### src/rtl/vga_sync_gen.sv
// Sync/blanking generator: samples the horizontal count, tracks the line, registers all timing outputs.
// Optional frame counter is built only when VGA_SYNC_FRAMECOUNT_EN is defined.
module vga_sync_gen #(
   parameter int   H_VISIBLE = 200,
   parameter int   H_FP      = 10,
   parameter int   H_SYNC    = 32,
   parameter int   H_BP      = 22,
   parameter int   V_VISIBLE = 600,
   parameter int   V_FP      = 1,
   parameter int   V_SYNC    = 4,
   parameter int   V_BP      = 23,
   parameter logic HSYNC_POL = 1'b1,
   parameter logic VSYNC_POL = 1'b1
) (
   input  logic       clk,
   input  logic       rst,
   input  logic [8:0] hcount,
   output logic       hsync,
   output logic       vsync,
   output logic       hblank,
   output logic       vblank,
   output logic       de,
   output logic [7:0] pix_x,
   output logic [9:0] pix_y,
   output logic       line_start,
   output logic       frame_start,
   output logic [7:0] frame_count
);

   localparam int H_TOTAL = H_VISIBLE + H_FP + H_SYNC + H_BP;
   localparam int V_TOTAL = V_VISIBLE + V_FP + V_SYNC + V_BP;

   // One extra bit so totals of exactly 512 / 1024 still fit the comparisons.
   localparam logic [9:0]  H_VIS_END  = 10'(H_VISIBLE);
   localparam logic [9:0]  H_SYNC_BEG = 10'(H_VISIBLE + H_FP);
   localparam logic [9:0]  H_SYNC_END = 10'(H_VISIBLE + H_FP + H_SYNC);
   localparam logic [9:0]  H_LAST     = 10'(H_TOTAL - 1);
   localparam logic [10:0] V_VIS_END  = 11'(V_VISIBLE);
   localparam logic [10:0] V_SYNC_BEG = 11'(V_VISIBLE + V_FP);
   localparam logic [10:0] V_SYNC_END = 11'(V_VISIBLE + V_FP + V_SYNC);
   localparam logic [10:0] V_LAST     = 11'(V_TOTAL - 1);

   logic [9:0]  h_ext;
   logic [10:0] line_ext;
   logic [9:0]  line_reg, line_next;
   logic        wrap;

   logic       hsync_reg, hsync_next;
   logic       vsync_reg, vsync_next;
   logic       hblank_reg, hblank_next;
   logic       vblank_reg, vblank_next;
   logic       de_reg, de_next;
   logic [7:0] pix_x_reg, pix_x_next;
   logic [9:0] pix_y_reg, pix_y_next;
   logic       line_start_reg, line_start_next;
   logic       frame_start_reg, frame_start_next;

   assign h_ext    = {1'b0, hcount};
   assign line_ext = {1'b0, line_reg};

   always_comb begin
      hblank_next      = (h_ext >= H_VIS_END);
      vblank_next      = (line_ext >= V_VIS_END);
      de_next          = !hblank_next && !vblank_next;
      hsync_next       = ((h_ext >= H_SYNC_BEG) && (h_ext < H_SYNC_END)) ? HSYNC_POL : !HSYNC_POL;
      vsync_next       = ((line_ext >= V_SYNC_BEG) && (line_ext < V_SYNC_END)) ? VSYNC_POL : !VSYNC_POL;
      pix_x_next       = de_next ? hcount[7:0] : 8'd0;
      pix_y_next       = de_next ? line_reg : 10'd0;
      line_start_next  = (hcount == 9'd0);
      frame_start_next = (hcount == 9'd0) && (line_reg == 10'd0);

      // Only the last count of a line advances; out-of-range or skipped counts leave line alone.
      wrap      = (h_ext == H_LAST) && (line_ext == V_LAST);
      line_next = line_reg;
      if (h_ext == H_LAST)
         line_next = wrap ? 10'd0 : line_reg + 10'd1;
   end

   always_ff @(posedge clk or negedge rst) begin
      if (!rst) begin
         line_reg        <= 10'd0;
         hsync_reg       <= !HSYNC_POL;
         vsync_reg       <= !VSYNC_POL;
         hblank_reg      <= 1'b1;
         vblank_reg      <= 1'b0;
         de_reg          <= 1'b0;
         pix_x_reg       <= 8'd0;
         pix_y_reg       <= 10'd0;
         line_start_reg  <= 1'b0;
         frame_start_reg <= 1'b0;
      end else begin
         line_reg        <= line_next;
         hsync_reg       <= hsync_next;
         vsync_reg       <= vsync_next;
         hblank_reg      <= hblank_next;
         vblank_reg      <= vblank_next;
         de_reg          <= de_next;
         pix_x_reg       <= pix_x_next;
         pix_y_reg       <= pix_y_next;
         line_start_reg  <= line_start_next;
         frame_start_reg <= frame_start_next;
      end
   end

`ifdef VGA_SYNC_FRAMECOUNT_EN
   logic [7:0] frame_count_reg;

   always_ff @(posedge clk or negedge rst) begin
      if (!rst)
         frame_count_reg <= 8'd0;
      else if (wrap)
         frame_count_reg <= frame_count_reg + 8'd1;
   end

   assign frame_count = frame_count_reg;
`else
   assign frame_count = 8'd0;
`endif

   assign hsync       = hsync_reg;
   assign vsync       = vsync_reg;
   assign hblank      = hblank_reg;
   assign vblank      = vblank_reg;
   assign de          = de_reg;
   assign pix_x       = pix_x_reg;
   assign pix_y       = pix_y_reg;
   assign line_start  = line_start_reg;
   assign frame_start = frame_start_reg;

endmodule

### config.mk
export PLATFORM = sky130hd
export DESIGN_NAME = vga_sync_gen
export DESIGN_NICKNAME = d
export VERILOG_FILES = /design/src/rtl/vga_sync_gen.sv
export SDC_FILE = /design/constraint.sdc
export NUM_CORES = 1
export LEC_CHECK = 0
export BUFFER_PORTS_ARGS = -buffer_cell sky130_fd_sc_hd__buf_2
export CAP_MARGIN = 15
export CORE_UTILIZATION = 45
export DETAILED_ROUTE_END_ITERATION = 10
export GPL_TIMING_DRIVEN = 0
export PLACE_DENSITY = 0.77
export SLEW_MARGIN = 10
export SYNTH_ARGS = -nofsm -noshare
export SYNTH_HDL_FRONTEND = slang
export SYNTH_SLANG_ARGS = --single-unit
### constraint.sdc
create_clock -name clk -period 2.1 [get_ports clk]
set_input_delay 0.105 -clock clk [delete_from_list [all_inputs] [get_ports clk]]
set_output_delay 0.105 -clock clk [all_outputs]
set_load 0.005 [all_outputs]
**Word level (Yosys, flattened, before mapping)**

Index checks and enable logic that the tools add are counted.

- Bits in registers: 35
- Latch bits: 0
- Bits in writable memories: 0
- Bits in read-only memories: 0
- Bits of input ports: 11
- Output and inout bits: 33
- Word-level logic and storage cells: 33
- Memories kept: 0

- $add $sub $neg: 1
- Multipliers: 0
- Divide/modulo/power cells: 0
- Order comparisons: 6
- Equal/unequal tests: 2
- Shifts and indexed selects: 0
- Mux-type cells: 5
- Bitwise gates (word level): 0
- Reduce and logical (&&, ||, !) cells: 9

Operator list:

| operator | count |
|---|---|
| greater-or-equal comparator 10 bit, second input constant | 2 |
| two-way mux 10 bit | 2 |
| greater-or-equal comparator 9 x 8 -> 1 bit, second input constant | 2 |
| adder 10 x 1 -> 10 bit, second input constant | 1 |
| equality test 10 bit, second input constant | 1 |
| logical NOT 10 bit | 1 |
| less-than comparator 10 bit, second input constant | 1 |
| equality test 9 bit, second input constant | 1 |
| logical NOT 9 bit | 1 |
| less-than comparator 9 x 8 -> 1 bit, second input constant | 1 |
| two-way mux 8 bit | 1 |
| logical AND 1 bit | 5 |
| logical NOT 1 bit | 2 |
| two-way mux 1 bit | 2 |

**Depth between registers and ports, before layout**

Gate-level depths: netlist of run 1.

- Word-level depth: 4
- Gate-level depth with buffers: 6
- Mapped depth without buffers: 5

**Least setup slack after synthesis of run 1**

No wires, ideal clock.

- Path kind: input -> register
- Start: in hcount[3]
- End: reg line_reg[9]
- Setup time: 77 ps
- Arrival: 1725 ps
- Data required time: 2023 ps
- Slack: 298 ps
- Cell stages on the path: 6
- Buffers on the path: 2
- Cells stage by stage: or3_1 -> buf_2 -> or3_1 -> buf_2 -> or4_1 -> a21oi_1

- Word-level cells in the longest chain between the ends: 3

RTL lines:

| what | line | source |
|---|---|---|
| start, declared | 17 | `input logic [8:0] hcount,` |
| equality test 9 bit * | 73, 75 |  |
| logical AND 1 bit | 73 | `wrap = (h_ext == H_LAST) && (line_ext == V_LAST);` |
| two-way mux 10 bit | 76 | `line_next = wrap ? 10'd0 : line_reg + 10'd1;` |
| end signal, assigned | 92 | `line_reg <= line_next;` |
| end, declared | 45 | `logic [9:0] line_reg, line_next;` |

Mark *: on every way between the ends. The rest lies on a longest branch, timed or not.
A chain may end at the register's enable or synchronous reset.

**Worst setup path after layout of run 1**

- Start: in hcount[0]
- End: reg line_reg[9]

The elaborated chain is that of the path after synthesis.

==> flow_summary.json, run 1 <==
{
  "status": "complete, no violations",
  "drtAntennaViolNets": 0,
  "cts_hold_buf": 5,
  "cp_slowest_cell": "dlygate4sd3_1",
  "gp_congestion": 0.8325,
  "finClkSkew_ns": 0.009549,
  "core_area_um2": 3128,
  "slew_viol_final": 0,
  "antenna_found_initial": 0,
  "grt_pass1_wl_mm": 4.968,
  "via_per_inst": 5.025,
  "wl_per_cell_um": 12.74,
  "nets": 209,
  "yosys_warnings": 0,
  "drv_cap": 0,
  "cts_setup_buffers": 0,
  "period_share": 0.9150,
  "synth.distinct_cells": 34,
  "power_leakage_nw": 0.9840,
  "worst_pin_slew_ns": 0.7448,
  "cts_made_buffers": 5,
  "clkTransAtPathRegs_ns": 0.10,
  "cp.depth": 7,
  "slew_headroom": 0.5035,
  "critPathLaunchType": "primary input",
  "io_pins": 44,
  "syn_area_um2": 1525,
  "die_y_um": 60.22,
  "die_area_um2": 3626,
  "critPathRequiredTime_ns": 2.36,
  "async_flop_share": 1.000,
  "drive_above_1_share": 0.2857,
  "ys_seq_area_frac": 0.5751,
  "hp-class": "in -> reg",
  "synth_edf_count": 0,
  "cp.buffers_inverters": 3,
  "grt_max_degree": 36,
  "multi_input_area_um2": 566.8,
  "irDropWorstVdd_v": 0.0004772,
  "cts.sinks": 35,
  "fmax_ghz": 0.5204,
  "synth_cells": 141,
  "finish.utilization": 0.6048,
  "final-seq-area_um2": 877.1,
  "cts_tree": "done",
  "die_w_um": 60.22,
  "portBuffers": 35,
  "drc": 0,
  "setup_tns_ns": 0,
  "min_path_cells": 3,
  "clockBufferDepth": 2,
  "synth_ff_type": "dfrtp_1",
  "timing.final.hold_violations": 0,
  "syn_area_per_cell_um2": 10.82,
  "grt_usage": 0.1931,
  "drtIter0Drc": 57,
  "min_from": "hcount[7]",
  "ys_ff_latch": 35,
  "synthToLayoutAreaGrowth_pct": 24.04,
  "cts_resized": 0,
  "insertion_delay_ns": 0.33,
  "startpoint": "hcount[0]",
  "r2r-start": "line_reg[2]",
  "vias": 1206,
  "placement.cell_area_um2": 1782,
  "path_delay_family": "simple AND/OR/NAND/NOR gates",
  "h-tree-depth": 2,
  "cp_cell_sequence": "dlygate4sd3_1 > buf_2 > nand4_1 > or3_1 > buf_2 > or4_1 > a21oi_1",
  "synth_top_area_frac": 0.5578,
  "yosysTopAreaCell": "dfrtp_1",
  "grt_pass1_vias": 1134,
  "rsz0062_at_grt": "no",
  "hpwlAfterDp_mm": 2.230,
  "setup_viol": 0,
  "synth_area_leaders": "dfrtp_1, and2_1, buf_4, nor3_1, ha_1",
  "grt_overflow_total": 0,
  "crit_path_frequent_cell": "buf_2",
  "max_stage_delay_ns": 0.55,
  "ctsRootBufferMaster": "clkbuf_4",
  "start_util": 0.4876,
  "path_max_fanout": 7,
  "end_kind": "register",
  "r2r_cells": 5,
  "first_pass_iters": 4,
  "antennaDiodeCount": 0,
  "worstSetupPathType": "in -> reg",
  "period_needed_ns": 1.922,
  "arrival_ns": 2.19,
  "stdcell_area_um2": 1892,
  "power_density_nw_per_um2": 630.5,
  "fill_cells": 266,
  "num_rows": 20,
  "drt-total-wl_mm": 3.058
}
==> power by group <==
group / switching [mW] / internal [mW]
clock: 0.206 / 0.162
sequential: 0.00797 / 0.694
combinational: 0.0705 / 0.0528
total: 0.284 / 0.909
==> Yosys cell counts, types with 2 or more instances <==
| library cell | n |
|---|---|
| or3_1 | 2 |
| nor4_1 | 3 |
| o31ai_1 | 3 |
| clkbuf_1 | 5 |
| or4_1 | 2 |
| buf_2 | 2 |
| nand3_1 | 2 |
| nor2_1 | 7 |
| inv_1 | 5 |
| a21oi_1 | 4 |
| xor2_1 | 3 |
| ha_1 | 3 |
| xnor2_1 | 3 |
| and3_1 | 3 |
| buf_4 | 8 |
| nor3_1 | 8 |
| and2_1 | 16 |
| nand4_1 | 4 |
| o21ai_0 | 4 |
| nand2_1 | 7 |
| dfrtp_1 | 34 |
==> cells by family after synthesis <==
family	after synthesis	share of synthesized area
multiplexers	1	0.006563
XOR/XNOR	6	0.03446
buffers and inverters	20	0.07055
AO/OA/AOI/OAI	14	0.05579
AND/OR/NAND/NOR	61	0.2305
other	1	0.002459
adder cells (fa/ha/maj)	3	0.02461
flip-flops	35	0.5751
==> metrics by stage <==
step / setup WS [ns] / hold WS, ns / total power [mW] / cells
6_report: 0.1785 / 0.01876 / 1.193 / 240
3_5_place_dp: 0.1032 / 0.2065 / 0.8301 / 227
5_1_grt: 0.03734 / 0.02349 / 1.253 / 240
2_1_floorplan: 0.2975 / -0.1906 / 0.7749 / 148
4_1_cts: 0.2029 / 0.009230 / 1.204 / 240
3_3_place_gp: 0.1285 / 0.1851 / 0.8237 / 227
==> worst min-delay path, delay by kind of cell <==
family        cells  cell delay [ns]
simple gates      2             0.10
buf+inv           1             0.12
==> path summary, 6_finish.rpt <==
kind | end | slack, ns
max in group asynchronous | pix_x[6] | 1.25
hold reg to reg | line_reg[8] | 0.54
setup / recovery | line_reg[9] | 0.18
setup reg to reg | line_reg[9] | 0.19
hold / removal | hsync | 0.02
min in group asynchronous | hsync | 0.36
==> final cells by class <==
class                           count  share of cell area
Clock inverter                      1            0.002646
Timing Repair Buffer               40              0.1190
Inverter                            5            0.009921
Multi-Input combinational cell     93              0.2996
Tap cell                           44             0.02910
Buffer                             15             0.04696
Sequential cell                    35              0.4636
Clock buffer                        7             0.02910
==> placed cells by master (no fill, tap or decap), types with 2 or more instances in the layout <==
master and n:
o21ai_0 4, conb_1 8, buf_4 8, nand3_1 2, inv_1 5, dlygate4sd3_1 5, xor2_1 3, and3_1 3
and2_1 16, clkbuf_1 6, nor4_1 3, dfrtp_1 34, nor2_1 7, ha_1 3, o31ai_1 3, a21oi_1 4
clkbuf_4 5, nor3_1 8, nand2_1 7, nand4_1 4, xnor2_1 3, or3_1 2, or4_1 2, buf_2 37
==> routing by layer <==
| metal | wire length (um) | GRT usage | vias up | part of all wire |
|---|---|---|---|---|
| met3 | 191 | 0.05411 | 14 | 0.062 |
| met5 | 0 | 0 | - | 0 |
| li1 | - | - | 570 | - |
| met2 | 1470 | 0.3140 | 53 | 0.48 |
| met1 | 1264 | 0.2175 | 569 | 0.41 |
| met4 | 131 | 0.1329 | 0 | 0.043 |
Note: power is estimated with default switching activity, not from simulation.
==> inputs of run 2 (changes only) <==
CORE_MARGIN = 3   (was unset)
CTS_CLUSTER_DIAMETER = 30   (was unset)
PLACE_DENSITY = 0.74   (was 0.77)
==> flow_summary.json, run 2 (same netlist as run 1, synthesis figures left out) <==
{
  "slew_viol_final": 0,
  "cts_tree": "done",
  "worst_pin_slew_ns": 0.7461,
  "fin_cells": 239,
  "portBuffers": 35,
  "final-seq-area_um2": 877.1,
  "clkTransAtPathRegs_ns": 0.10,
  "worst_slack_ns": 0.1642,
  "stdcell_area_um2": 1886,
  "setup_viol": 0,
  "ctsRootBufferMaster": "clkbuf_4",
  "p_total_mw": 1.195,
  "first_pass_iters": 4,
  "drc": 0,
  "hpwlAfterDp_mm": 2.276,
  "min_from": "hcount[7]",
  "finClkSkew_ns": 0.01348,
  "post-place-ws_ns": 0.08190,
  "placement.cell_area_um2": 1782,
  "period_needed_ns": 1.936,
  "insertion_delay_ns": 0.34,
  "arrival_ns": 2.20,
  "fmax_ghz": 0.5166,
  "drtAntennaViolNets": 0,
  "final_cell_mix": "buf_2, dfrtp_1, and2_1",
  "status": "complete, no violations",
  "layout_commonest_cell": "buf_2",
  "start_util": 0.4837,
  "drive_above_1_share": 0.2923,
  "cts_setup_buffers": 0,
  "min_path_cells": 3,
  "cts_made_buffers": 5,
  "drtIter0Drc": 51,
  "h-tree-depth": 2,
  "period_share": 0.9218,
  "timing.rr.end": "line_reg[9]",
  "timing.final.hold_violations": 0,
  "slew_headroom": 0.5026,
  "irDropWorstVdd_v": 0.0003745,
  "die_area_um2": 4124,
  "vias": 1189,
  "nets": 208,
  "gp_congestion": 0.8524,
  "drv_cap": 0,
  "r2r_slack_ns": 0.16,
  "grt_max_degree": 36,
  "die_y_um": 64.22,
  "startpoint": "line_reg[2]",
  "path_max_fanout": 10,
  "clockBufferDepth": 2,
  "wl_per_cell_um": 12.97,
  "power_leakage_nw": 0.9797,
  "setup_tns_ns": 0,
  "critPathRequiredTime_ns": 2.37,
  "critPathLaunchType": "register",
  "worstSetupPathType": "reg -> reg",
  "r2r-start": "line_reg[2]",
  "finish.utilization": 0.5980,
  "grt_pass1_vias": 1202,
  "grt_pass1_wl_mm": 5.492,
  "hold_slack_ns": 0.006204,
  "io_pins": 44,
  "multi_input_area_um2": 570.5,
  "synthToLayoutAreaGrowth_pct": 23.63,
  "end_kind": "register",
  "grt_overflow_total": 0,
  "num_rows": 20,
  "antenna_found_initial": 0,
  "fill_cells": 285,
  "hp-class": "in -> reg",
  "drt-total-wl_mm": 3.101,
  "die_w_um": 64.22,
  "cts.sinks": 35,
  "power_density_nw_per_um2": 633.8,
  "holdPathEnd": "hsync",
  "dp_cells": 227,
  "core_area_um2": 3153,
  "via_per_inst": 4.975,
  "r2r_cells": 5,
  "rsz0062_at_grt": "no",
  "antennaDiodeCount": 0,
  "grt_usage": 0.1741
}
## run 2: changes by cell type in the layout (fill, tap and decap cells not counted)
cell	change
a21oi_2	+1
a21oi_1	-1
dlygate4sd3_1	-1
## run 2: worst max-delay path by stage
stage,to,slack (ns),cells past startpoint
after global routing,line_reg[9],0.06,5
after global placement,line_reg[9],0.12,7
final,line_reg[9],0.16,5
after floorplan,line_reg[9],0.30,6
after CTS,line_reg[9],0.17,5
after detailed placement,line_reg[9],0.08,7
## run 2: area by class of cell
type | count | area share
plain buffers | 15 | 0.04711
clock buffers | 7 | 0.02920
clock inverters | 1 | 0.002654
inverters | 5 | 0.009954
multi-input cells | 93 | 0.3026
flip-flops and latches | 35 | 0.4652
well taps | 44 | 0.02920
repair buffers | 39 | 0.1141
## run 2: power by group
part	leakage (nW)	internal, mW	switching, mW	total [mW]
clock network	0.0353	0.162	0.209	0.371
registers	0.464	0.694	0.00746	0.701
logic	0.481	0.0519	0.0710	0.123
total	0.980	0.908	0.287	1.20
## run 2: worst max-delay path, stage by stage (launching register included)
cell      delay [ns]
dfrtp_1         0.33
clkbuf_1        0.34
nand3_1         0.22
or2_2           0.34
or4_1           0.48
a21oi_1         0.16
## run 2: layer usage
| layer | track usage | routed length, um | vias to the layer above |
|---|---|---|---|
| li1 | - | - | 572 |
| met1 | 0.2009 | 1250 | 553 |
| met2 | 0.3058 | 1573 | 57 |
| met3 | 0.04921 | 215 | 7 |
| met4 | 0.06332 | 62 | 0 |
| met5 | 0 | 0 | - |
## run 2: what timing repair did
item | in CTS | in global routing
hold buffers | 4 | 0
endpoints found under the setup margin | 0 | 9
gates resized for setup | 0 | 1
hold endpoints to repair | 37 | 0
==> inputs of run 3 (changes only) <==
clock period = 2.5 ns   (was 2.1 ns; I/O delays follow)
==> flow_summary.json, run 3 (same netlist as run 1, synthesis figures left out) <==
{
  "die_y_um": 64.22,
  "cts_hold_buf": 2,
  "core_area_um2": 3153,
  "slew_headroom": 0.5009,
  "wl_per_cell_um": 12.82,
  "clockBufferDepth": 2,
  "timing.rr.end": "line_reg[9]",
  "drtAntennaViolNets": 0,
  "irDropWorstVdd_v": 0.0003131,
  "cts_tree": "done",
  "timing.final.hold_violations": 0,
  "critPathRequiredTime_ns": 2.77,
  "cts_setup_buffers": 0,
  "p_total_mw": 1.002,
  "max_stage_delay_ns": 0.48,
  "path_max_fanout": 10,
  "hp-class": "in -> reg",
  "setup_tns_ns": 0,
  "status": "complete, no violations",
  "setup_viol": 0,
  "io_pins": 44,
  "gp_congestion": 0.8524,
  "start_util": 0.4837,
  "period_needed_ns": 1.944,
  "cts.sinks": 35,
  "h-tree-depth": 2,
  "fmax_ghz": 0.5144,
  "arrival_ns": 2.22,
  "drive_above_1_share": 0.2902,
  "antenna_found_initial": 0,
  "end_kind": "register",
  "critPathLaunchType": "register",
  "nets": 206,
  "r2r_cells": 5,
  "grt_usage": 0.1708,
  "grt_pass1_vias": 1179,
  "ctsRootBufferMaster": "clkbuf_4",
  "power_density_nw_per_um2": 538.0,
  "cp_slowest_cell": "or4_1",
  "power_leakage_nw": 0.9715,
  "vias": 1160,
  "slew_viol_final": 0,
  "r2r_slack_ns": 0.56,
  "final-seq-area_um2": 877.1,
  "fill_cells": 289,
  "die_area_um2": 4124,
  "via_per_inst": 4.895,
  "worst_slack_ns": 0.5560,
  "min_path_cells": 2,
  "post-place-ws_ns": 0.4619,
  "die_w_um": 64.22,
  "grt_max_degree": 36,
  "worstSetupPathType": "reg -> reg",
  "min_from": "hcount[0]",
  "num_rows": 20,
  "drv_cap": 0,
  "hpwlAfterDp_mm": 2.276,
  "synthToLayoutAreaGrowth_pct": 22.07,
  "drt-total-wl_mm": 3.038,
  "cts_made_buffers": 5,
  "period_share": 0.7776,
  "grt_overflow_total": 0,
  "drtIter0Drc": 43,
  "holdPathEnd": "pix_x[0]",
  "finClkSkew_ns": 0.01321,
  "worst_pin_slew_ns": 0.7486,
  "antennaDiodeCount": 0,
  "cp_cell_sequence": "clkbuf_1 > nand3_1 > or2_2 > or4_1 > a21oi_1",
  "clkTransAtPathRegs_ns": 0.10,
  "cts_resized": 0,
  "insertion_delay_ns": 0.34,
  "layout_commonest_cell": "buf_2",
  "first_pass_iters": 4,
  "portBuffers": 35,
  "drc": 0,
  "multi_input_area_um2": 566.8,
  "grt_pass1_wl_mm": 5.388,
  "final_cell_mix": "buf_2, dfrtp_1, and2_1",
  "rsz0062_at_grt": "no",
  "r2r-start": "line_reg[2]"
}
==> run 3: area by class of cell <==
cell class              count  area share
plain buffers              15     0.04771
clock buffers               7     0.02957
clock inverters             1    0.002688
inverters                   5     0.01008
multi-input cells          93      0.3044
flip-flops and latches     35      0.4711
well taps                  44     0.02957
repair buffers             37      0.1048
==> run 3: worst max-delay path: cells and delay by family, from the launching register on <==
kind            cells  cell delay, ns
buf+inv             1            0.35
flops               1            0.33
simple gates        3            1.04
compound gates      1            0.15
==> run 3: worst max-delay path by stage <==
stage / start / to / slack (ns) / cells after the start
finish: line_reg[2] / line_reg[9] / 0.56 / 5
global route: line_reg[3] / pix_x[6] / 0.34 / 6
CTS: line_reg[2] / line_reg[9] / 0.57 / 5
detailed placement: hcount[3] / line_reg[9] / 0.46 / 7
global placement: hcount[3] / line_reg[9] / 0.50 / 7
floorplan: hcount[3] / line_reg[9] / 0.68 / 6
==> run 3: routing by layer <==
layer  share of wire  GRT usage
met5               0          0
met4           0.023    0.06332
met3           0.066    0.04921
met2            0.50     0.2955
met1            0.41     0.1998
==> run 3: power by group <==
group | internal, mW | leakage (nW) | switching, mW | total [mW]
combinational | 0.0413 | 0.472 | 0.0586 | 0.0999
sequential | 0.583 | 0.464 | 0.00633 | 0.589
clock | 0.136 | 0.0353 | 0.177 | 0.313
total | 0.760 | 0.971 | 0.242 | 1.00
==> run 3: metrics by stage <==
step | utilization | instances | instance area (um^2) | hold slack (ns)
6_report | 0.5905 | 237 | 1862 | 0.01218
5_1_grt | 0.5905 | 237 | 1862 | 0.005816
4_1_cts | 0.5905 | 237 | 1862 | 0.01193
3_5_place_dp | 0.5651 | 227 | 1782 | 0.2348
3_3_place_gp | 0.5651 | 227 | 1782 | 0.2072
2_1_floorplan | - | 148 | 1551 | -0.1706
